**config.mk**
```make
export PLATFORM = sky130hd
export DESIGN_NAME = riscv_tag_exception_ctrl
export DESIGN_NICKNAME = d
export VERILOG_FILES = /design/src/rtl/riscv_tag_exception_ctrl.sv
export SDC_FILE = /design/constraint.sdc
export NUM_CORES = 1
export LEC_CHECK = 0
export ABC_AREA = 0
export CORE_AREA = 2 2 102 104
export CTS_BUF_LIST = sky130_fd_sc_hd__clkbuf_8
export DETAILED_ROUTE_END_ITERATION = 10
export DIE_AREA = 0 0 104 106
export PLACE_DENSITY = 0.71
export SLEW_MARGIN = 5
export SYNTH_ARGS = -nofsm -noshare
export SYNTH_HDL_FRONTEND = slang
export SYNTH_SLANG_ARGS = --single-unit
export TNS_END_PERCENT = 100
```
**constraint.sdc**
```tcl
create_clock -name clk -period 1.6 [get_ports clk]
set_input_delay 0.32 -clock clk [delete_from_list [all_inputs] [get_ports clk]]
set_output_delay 0.32 -clock clk [all_outputs]
set_load 0.01 [all_outputs]
```
**src/rtl/riscv_tag_exception_ctrl.sv**
```systemverilog
// DIFT tag-violation trap controller: captures the first violating EX instruction and raises a trap request.
// Optional macro DIFT_EXC_COUNTER_EN adds a saturating 16-bit violation counter.
module riscv_tag_exception_ctrl (
  input  logic        clk,
  input  logic        rst_n,
  input  logic        ex_valid_i,
  input  logic        exception_i_tag,
  input  logic        check_s1_i_tag,
  input  logic        check_s2_i_tag,
  input  logic        check_d_i_tag,
  input  logic        operand_a_i_tag,
  input  logic        operand_b_i_tag,
  input  logic        result_i_tag,
  input  logic [31:0] pc_ex_i,
  input  logic [31:0] instr_ex_i,
  input  logic        tag_trap_ack_i,
  input  logic        tag_clear_i,
  output logic        tag_trap_req_o,
  output logic [31:0] tag_trap_pc_o,
  output logic [31:0] tag_trap_instr_o,
  output logic [2:0]  tag_trap_cause_o,
  output logic        halt_ex_o,
  output logic        tag_overflow_o,
  output logic [15:0] tag_exc_count_o
);

  typedef enum logic [1:0] {
    IDLE = 2'd0,
    REQ  = 2'd1,
    HELD = 2'd2
  } state_t;

  state_t state, state_next;

  logic       violation;
  logic       capture;
  logic [2:0] cause;

  assign violation = ex_valid_i & exception_i_tag;
  assign capture   = (state == IDLE) & violation;
  assign cause     = {check_d_i_tag  & result_i_tag,
                      check_s2_i_tag & operand_b_i_tag,
                      check_s1_i_tag & operand_a_i_tag};

  // NOTE: sequential state uses non-blocking assignments so every flop samples pre-edge values.
  always_ff @(posedge clk or negedge rst_n) begin
    if (!rst_n) state <= IDLE;
    else        state <= state_next;
  end

  // NOTE: every combinational output gets a default first so no path can infer a latch.
  always_comb begin
    state_next     = state;
    tag_trap_req_o = 1'b0;
    halt_ex_o      = 1'b0;
    unique case (state)
      IDLE: if (violation) state_next = REQ;
      REQ: begin
        tag_trap_req_o = 1'b1;
        halt_ex_o      = 1'b1;
        // A clear arriving with the ack is dropped; ack alone decides the exit.
        if (tag_trap_ack_i) state_next = HELD;
      end
      HELD: if (tag_clear_i) state_next = IDLE;
      default: state_next = IDLE;
    endcase
  end

  // NOTE: the record is reset explicitly because its outputs are architecturally visible as zero after reset.
  always_ff @(posedge clk or negedge rst_n) begin
    if (!rst_n) begin
      tag_trap_pc_o    <= '0;
      tag_trap_instr_o <= '0;
      tag_trap_cause_o <= '0;
    end else if (capture) begin
      tag_trap_pc_o    <= pc_ex_i;
      tag_trap_instr_o <= instr_ex_i;
      tag_trap_cause_o <= cause;
    end
  end

  // Clear in HELD wins over a coincident violation, which is then simply lost.
  always_ff @(posedge clk or negedge rst_n) begin
    if (!rst_n)                                tag_overflow_o <= 1'b0;
    else if (state == HELD && tag_clear_i)     tag_overflow_o <= 1'b0;
    else if (state != IDLE && violation)       tag_overflow_o <= 1'b1;
  end

`ifdef DIFT_EXC_COUNTER_EN
  logic [15:0] exc_count;

  always_ff @(posedge clk or negedge rst_n) begin
    if (!rst_n)                                exc_count <= '0;
    else if (violation && exc_count != 16'hFFFF) exc_count <= exc_count + 16'd1;
  end

  assign tag_exc_count_o = exc_count;
`else
  assign tag_exc_count_o = '0;
`endif

endmodule
```
* Word-level counts from Yosys, hierarchy flattened
Cells that the tools add are included.
** Cells by class
- Eq/ne operators :: 5
- Muxes and demuxes :: 7
- Bitwise gates (word level) :: 5
- Reduce and logical (&&, ||, !) cells :: 6
** Operators by type and width (count)
- $mux 2 :: 3
- $ne 2x2->1 const B :: 3
- $pmux 2 s3 :: 1
- $and 1x1->1 :: 5
- $reduce_bool 2->1 :: 2
- $mux 1 :: 3
- $reduce_and 3->1 :: 1
- $eq 2x1->1 const B :: 1
- $eq 2x2->1 const B :: 1
- $logic_and 1x1->1 :: 2
- $logic_not 2->1 :: 1
** Storage, ports and cells
- Register bits :: 70
- Word-level logic and storage cells :: 28

* Depth between registers and ports, before layout
Gate-level depths: netlist of run 1.
- Word-level depth :: 4
- Gate-level depth with buffers :: 5
- Depth with buffers taken out :: 2

* Worst setup path after synthesis of run 1
Ideal clock, no wire load.
- Kind :: flip-flop to flip-flop
- Start :: register state[1]
- End :: register tag_trap_instr_o[29]
- Library setup time :: 0.125 ns
- Arrival :: 1.372 ns
- Required time :: 1.475 ns
- Path slack :: 0.102 ns
- Cell stages (with the launch flop) :: 6
- Period minus slack after synthesis :: 1.498 ns
- Cell sequence :: dfrtp_1 -> nor4bb_1 -> buf_4 -> buf_12 -> buf_12 -> mux2_4
** Between the ends
- Longest elaborated chain between the ends :: 2
** RTL lines
- from (decl) :: RTL line 33 : state_t state, state_next;
- from (signal assigned) :: RTL line 48 : else state <= state_next;
- $logic_not 2->1 :: RTL line 40 : assign capture = (state == IDLE) & violation;
- $and 1x1->1 :: RTL line 40
- to (signal assigned) :: RTL line 77 : tag_trap_instr_o <= instr_ex_i;
- to (decl) :: RTL line 20 : output logic [31:0] tag_trap_instr_o,
No other way between the ends.
A chain may end at the register's enable or synchronous reset.

* Final worst setup path of run 1
- Start :: register state[0]
- End :: register tag_trap_pc_o[5]
** Between the ends
- Longest elaborated chain between the ends :: 2
** RTL lines
- $logic_not 2->1 :: RTL line 40
- $and 1x1->1 :: RTL line 40
- to (signal assigned) :: RTL line 76 : tag_trap_pc_o <= pc_ex_i;
- to (decl) :: RTL line 19 : output logic [31:0] tag_trap_pc_o,
No other way between the ends.

==> impl_metrics.toml, run 1 <==
[global_routing]
grt_usage_pct = 12.3
gr-total-overflow = 0
grt_pass1_vias = 2106
grt_antenna_before_repair = 0
grt_pass1_wl_um = 10700
grt_max_degree = 41

[timing]
rsz0062_at_grt = "yes"
drv_slew = 0
setup_viol = 60
whs_ps = 353
setup_slack_ps = -63.1
fmax_mhz = 601
skew_ps = 11.2
setup_tns_ps = -2250
finalHoldViolCount = 0
min_period_ps = 1660
finalCritPeriodShare_pct = 104

[clock_tree]
clk_pin_slew_ps = 80
cts_buffer_depth = 2
htree_levels = 3
cts_buffers = 9
cts_sinks = 70
clock-root-buffer = "clkbuf_8"
cts_tree = "done"
clk_latency_ps = 350

[die]
die_h_um = 106
die-area_sq_um = 11000
core_sq_um = 10000
start_util_pct = 28.8
ioPinCount = 162
num_rows = 37
die_w_um = 104

[setup_path]
slowest_stage = "dfrtp_1"
path_cells = "buf_6 -> nor4bb_4 -> buf_6 -> buf_12 -> buf_12 -> mux2_4"
critPathKind = "reg2reg"
critical-path-max-stage-delay_ps = 390
start_kind = "register"
arrival_ps = 1880
timing.critical_path.buf_inv = 4
crit_path_end_kind = "register"
rr_worst_depth = 6
worstSetupPathDepth = 6
cp_max_fo = 10
required_ps = 1820
cp_top_family = "buffers and inverters"

[final_layout]
layout_common_cells = "clkdlybuf4s50_1 (95), dfrtp_1 (69), mux2_4 (45), dlymetal6s2s_1 (40), mux2_2 (19)"
nNetsFinal = 422
layout.cells.non_filler = 487
fin_area_sq_um = 5120
final_common_cell = "clkdlybuf4s50_1"
fillers = 884
final_layout_size_suffix_gt1_share_pct = 29.9
antennaDiodeCount = 0
areaGrowthSynthToFinish_pct = 77.6
fin_util_pct = 51.2

[pwr]
p_leak_nw = 2.59
total_power_mw = 7.62
p_per_area_nw_per_um2 = 1490
irDropWorstVdd_mv = 0.544

[synthesis]
netlist_area_sq_um = 2880
synth.ff_latch_count = 70
synth_cell_types = 17
synthArstFlopShare_pct = 100
ys_top_cells_by_area = "dfrtp_1 (61%), mux2_2 (19%), mux2_4 (8.3%), buf_4 (5.7%), buf_12 (2.1%)"
synthFlopType = "dfrtp_1"
synthCells = 180
yosysSeqAreaShare_pct = 60.8
synth-warning-count = 0
yosysTopAreaCell = "dfrtp_1"
avgSynthCellArea_sq_um = 16.0
synth_edf_count = 0
synth_top_area_share_pct = 60.8

[drt]
final_antenna_net_count = 0
vias_per_cell = 4.17
vias = 2030
wl_per_cell_um = 14.9
drcViolationCount = 0
drt_iter0_drc = 54
first_pass_iters = 4
wirelength_um = 7270

[status]
status = "finished with violations"
violations = "setup timing"

[hold_path]
hold_path_class = "in2async"

[job]
cap_violations = 0

[placed_design]
place.gp.congestion = 0.695
placed_cell_area_sq_um = 4450
dp.cells = 460
dp.final_hpwl_um = 4760
preCtsSetupSlack_ps = -428
port_buffers = 145
==> worst paths after layout <==
kind,start,slack (ps),end
max in group asynchronous,rst_n,560,state[1]
min,rst_n,350,tag_trap_pc_o[4]
min reg2reg,tag_trap_pc_o[21],500,tag_trap_pc_o[21]
max reg2reg,state[0],-60,tag_trap_pc_o[5]
max,state[0],-60,tag_trap_pc_o[5]
min in group clk,tag_trap_pc_o[21],500,tag_trap_pc_o[21]
==> repair_timing <==
| action | in CTS | in global routing |
|---|---|---|
| setup buffers | 3 | 3 |
| hold endpoints to repair | 7 | 0 |
| pin swaps | 0 | 1 |
| hold buffers | 1 | 0 |
| cloned | 0 | 4 |
| resized for setup | 22 | 75 |
| endpoints found under the setup margin | 59 | 108 |
==> cell usage after synthesis, types with 2 or more instances <==
cell	n
mux2_4	16
buf_12	3
buf_4	22
nand2b_1	2
nand2_1	3
inv_1	5
dfrtp_1	70
mux2_2	48
mux2i_1	3
==> registers in the layout, indices dropped and copies added, names as in the netlist <==
register / cells
tag_trap_cause_o: 3
tag_trap_pc_o: 32
tag_overflow_o: 1
state: 2
tag_trap_instr_o: 32
==> logic make-up (layout without fill, tap and decap cells) <==
kind of cell	after synthesis	count (layout)	synth area share [%]
AND/OR/NAND/NOR	8	8	1.52
other	1	16	0.130
buffers and inverters	30	186	8.47
flip-flops	70	70	60.8
AO/OA/AOI/OAI	4	4	0.955
multiplexers	67	67	28.1
==> final cells by class <==
cell class	instances	area (sq um)	area share (%)
Clock inverter	5	129	2.52
Timing Repair Buffer	165	1820	35.6
Tap cell	136	170	3.33
Sequential cell	70	1750	34.3
Clock buffer	11	151	2.96
Multi-Input combinational cell	95	1070	21.0
Inverter	5	18.8	0.367
==> routing by layer <==
layer  GRT usage (%)  vias to the layer above  wire length [um]
li1                -                      913                 -
met1            15.0                     1015              3160
met2            19.8                       95              3500
met3            4.84                        7               540
met4            4.25                        0                64
met5               0                        -                 0
==> report_power, final <==
group          total, mW  switching, mW  leakage, nW  internal [mW]
clock network       1.95          0.668        0.140           1.28
logic               2.94           1.00         1.62           1.94
registers           2.73          0.327        0.825           2.40
Note: power is estimated with default switching activity, not from simulation.
==> inputs of run 2 (changes only) <==
ABC_CLOCK_PERIOD_IN_PS = 1600   (was default)
==> results of run 2 <==
No change in the layout: final DEF, timing and power equal those of run 1.
==> inputs of run 3 (changes only) <==
CORE_AREA = 2 2 93 95   (was 2 2 102 104)
DIE_AREA = 0 0 95 97   (was 0 0 104 106)
PLACE_DENSITY = 0.82   (was 0.71)
==> run 3 against run 2 <==
The flow still finishes with violations (setup timing). Setup slack better by 7.0 ps. Highest routed layer unchanged. Clock skew shrank 1.6 ps. Routed wire length is 0.63% lower. Cell count is 7.0% lower. Combinational power about the same. Fmax rose by 0.42%. Critical path type unchanged. Cell area fell by 3.5%. Non-clock buffer count decreased by 3. Clock power decreased by 27%.
==> impl_metrics.toml, run 3 (synthesis results as in run 1) <==
[die]
die_h_um = 97
num_rows = 33
ioPinCount = 162
core_sq_um = 8130
die_w_um = 95
start_util_pct = 35.4
die-area_sq_um = 9220

[setup_path]
crit_path_end_kind = "register"
required_ps = 1820
start_kind = "register"
arrival_ps = 1870
critPathKind = "reg2reg"
cp_max_fo = 10

[clock_tree]
cts_buffers = 9
clk_pin_slew_ps = 70
htree_levels = 3
cts_tree = "done"
cts_buffer_depth = 2
clk_latency_ps = 340
clock-root-buffer = "clkbuf_8"
cts_sinks = 70

[timing]
setup_slack_ps = -56.1
finalHoldViolCount = 0
finalCritPeriodShare_pct = 104
min_period_ps = 1660
fmax_mhz = 604
drv_slew = 0
whs_ps = 504
setup_viol = 62
rsz0062_at_grt = "yes"
skew_ps = 9.62

[status]
status = "finished with violations"
violations = "setup timing"

[final_layout]
final_common_cell = "clkdlybuf4s50_1"
top_regs = "tag_trap_instr_o: 32 flops, tag_trap_pc_o: 32 flops, tag_trap_cause_o: 3 flops"
nNetsFinal = 419
antennaDiodeCount = 0
areaGrowthSynthToFinish_pct = 71.4
fin_area_sq_um = 4940
final_layout_size_suffix_gt1_share_pct = 29.3
fillers = 630
layout_common_cells = "clkdlybuf4s50_1 (97), dfrtp_1 (69), mux2_4 (44), dlymetal6s2s_1 (42), mux2_2 (20)"

[pwr]
irDropWorstVdd_mv = 0.668
p_per_area_nw_per_um2 = 1430
p_leak_nw = 2.52

[drt]
wl_per_cell_um = 15.9
first_pass_iters = 2
wirelength_um = 7220
vias = 2016
final_antenna_net_count = 0
drcViolationCount = 0
drt_iter0_drc = 33
vias_per_cell = 4.45

[global_routing]
grt_pass1_vias = 2143
use_met1_pct = 15.6
grt_max_degree = 71
gr-total-overflow = 0
grtUsageMet3_pct = 4.91
grt_antenna_before_repair = 0
grt_usage_pct = 14.2
use_met2_pct = 24.5
grt_pass1_wl_um = 9980
busiest_layer = "met2"

[placed_design]
port_buffers = 145
dp.final_hpwl_um = 4940
place.gp.congestion = 0.683
placed_cell_area_sq_um = 4430

[job]
cap_violations = 0

[hold_path]
hold_path_class = "reg2reg"
[run 3: cell types whose count changed in the layout (fill, tap and decap cells not counted), sizes merged]
cell,delta
clkbuf,-2
dlymetal6s2s,+2
buf,-2
clkinvlp,+1
dlygate4sd2,-4
clkinv,+3
bufinv,-3
clkdlybuf4s50,+2
[run 3: through the flow]
step	setup TNS [ps]	power (mW)	instances	setup WS [ps]	util (%)
floorplan	0	3.91	195	102	-
CTS	-342	7.04	450	-42.3	57.2
global placement	-22440	5.51	432	-368	54.5
finish	-1650	7.08	453	-56.1	60.7
global route	-4930	7.46	453	-102	60.7
detailed placement	-22670	5.60	432	-391	54.5
[run 3: cell type report]
cell class | count | area, sq um | share of cell area, %
clock buffers | 10 | 138 | 2.79
well taps | 105 | 131 | 2.66
repair buffers | 162 | 1770 | 35.8
inverters | 5 | 18.8 | 0.380
multi-input cells | 95 | 1070 | 21.7
flip-flops and latches | 70 | 1750 | 35.5
clock inverters | 6 | 61.3 | 1.24
[run 3: timing repair]
action	CTS	global route
pin swaps	0	1
gates resized for setup	9	80
buffers inserted	1	1
hold buffers	1	0
endpoints found under the hold margin	7	0
gates cloned	0	2
setup endpoints to repair	12	99
[run 3: routing by layer]
layer  up-vias  part of all wire, %
met4         0                  1.3
met3        10                  7.9
li1        904                    -
met2        99                   52
met5         -                    0
met1      1003                   39
[run 3: power breakdown]
group / total [mW] / internal, mW / switching [mW] / leakage (nW)
logic: 2.91 / 1.93 / 0.988 / 1.60
clock network: 1.42 / 0.757 / 0.658 / 0.102
registers: 2.75 / 2.40 / 0.350 / 0.825
[run 3: final timing paths]
kind / startpoint / end / slack [ps] / depth (start not counted)
setup / recovery: state[0] / tag_trap_pc_o[7] / -60 / 5
hold / removal: tag_trap_instr_o[26] / tag_trap_instr_o[26] / 500 / 1
setup reg to reg: state[0] / tag_trap_pc_o[7] / -60 / 5
hold reg to reg: tag_trap_instr_o[26] / tag_trap_instr_o[26] / 500 / 1
max in group asynchronous: rst_n / state[1] / 750 / 3
min in group asynchronous: rst_n / tag_trap_instr_o[0] / 530 / 3
[run 3: critical path, cell delays in order, from the launching register on]
cell and delay (ps):
dfrtp_1 400, buf_6 130, nor4bb_4 330, buf_6 190
clkbuf_16 180, mux2_4 300
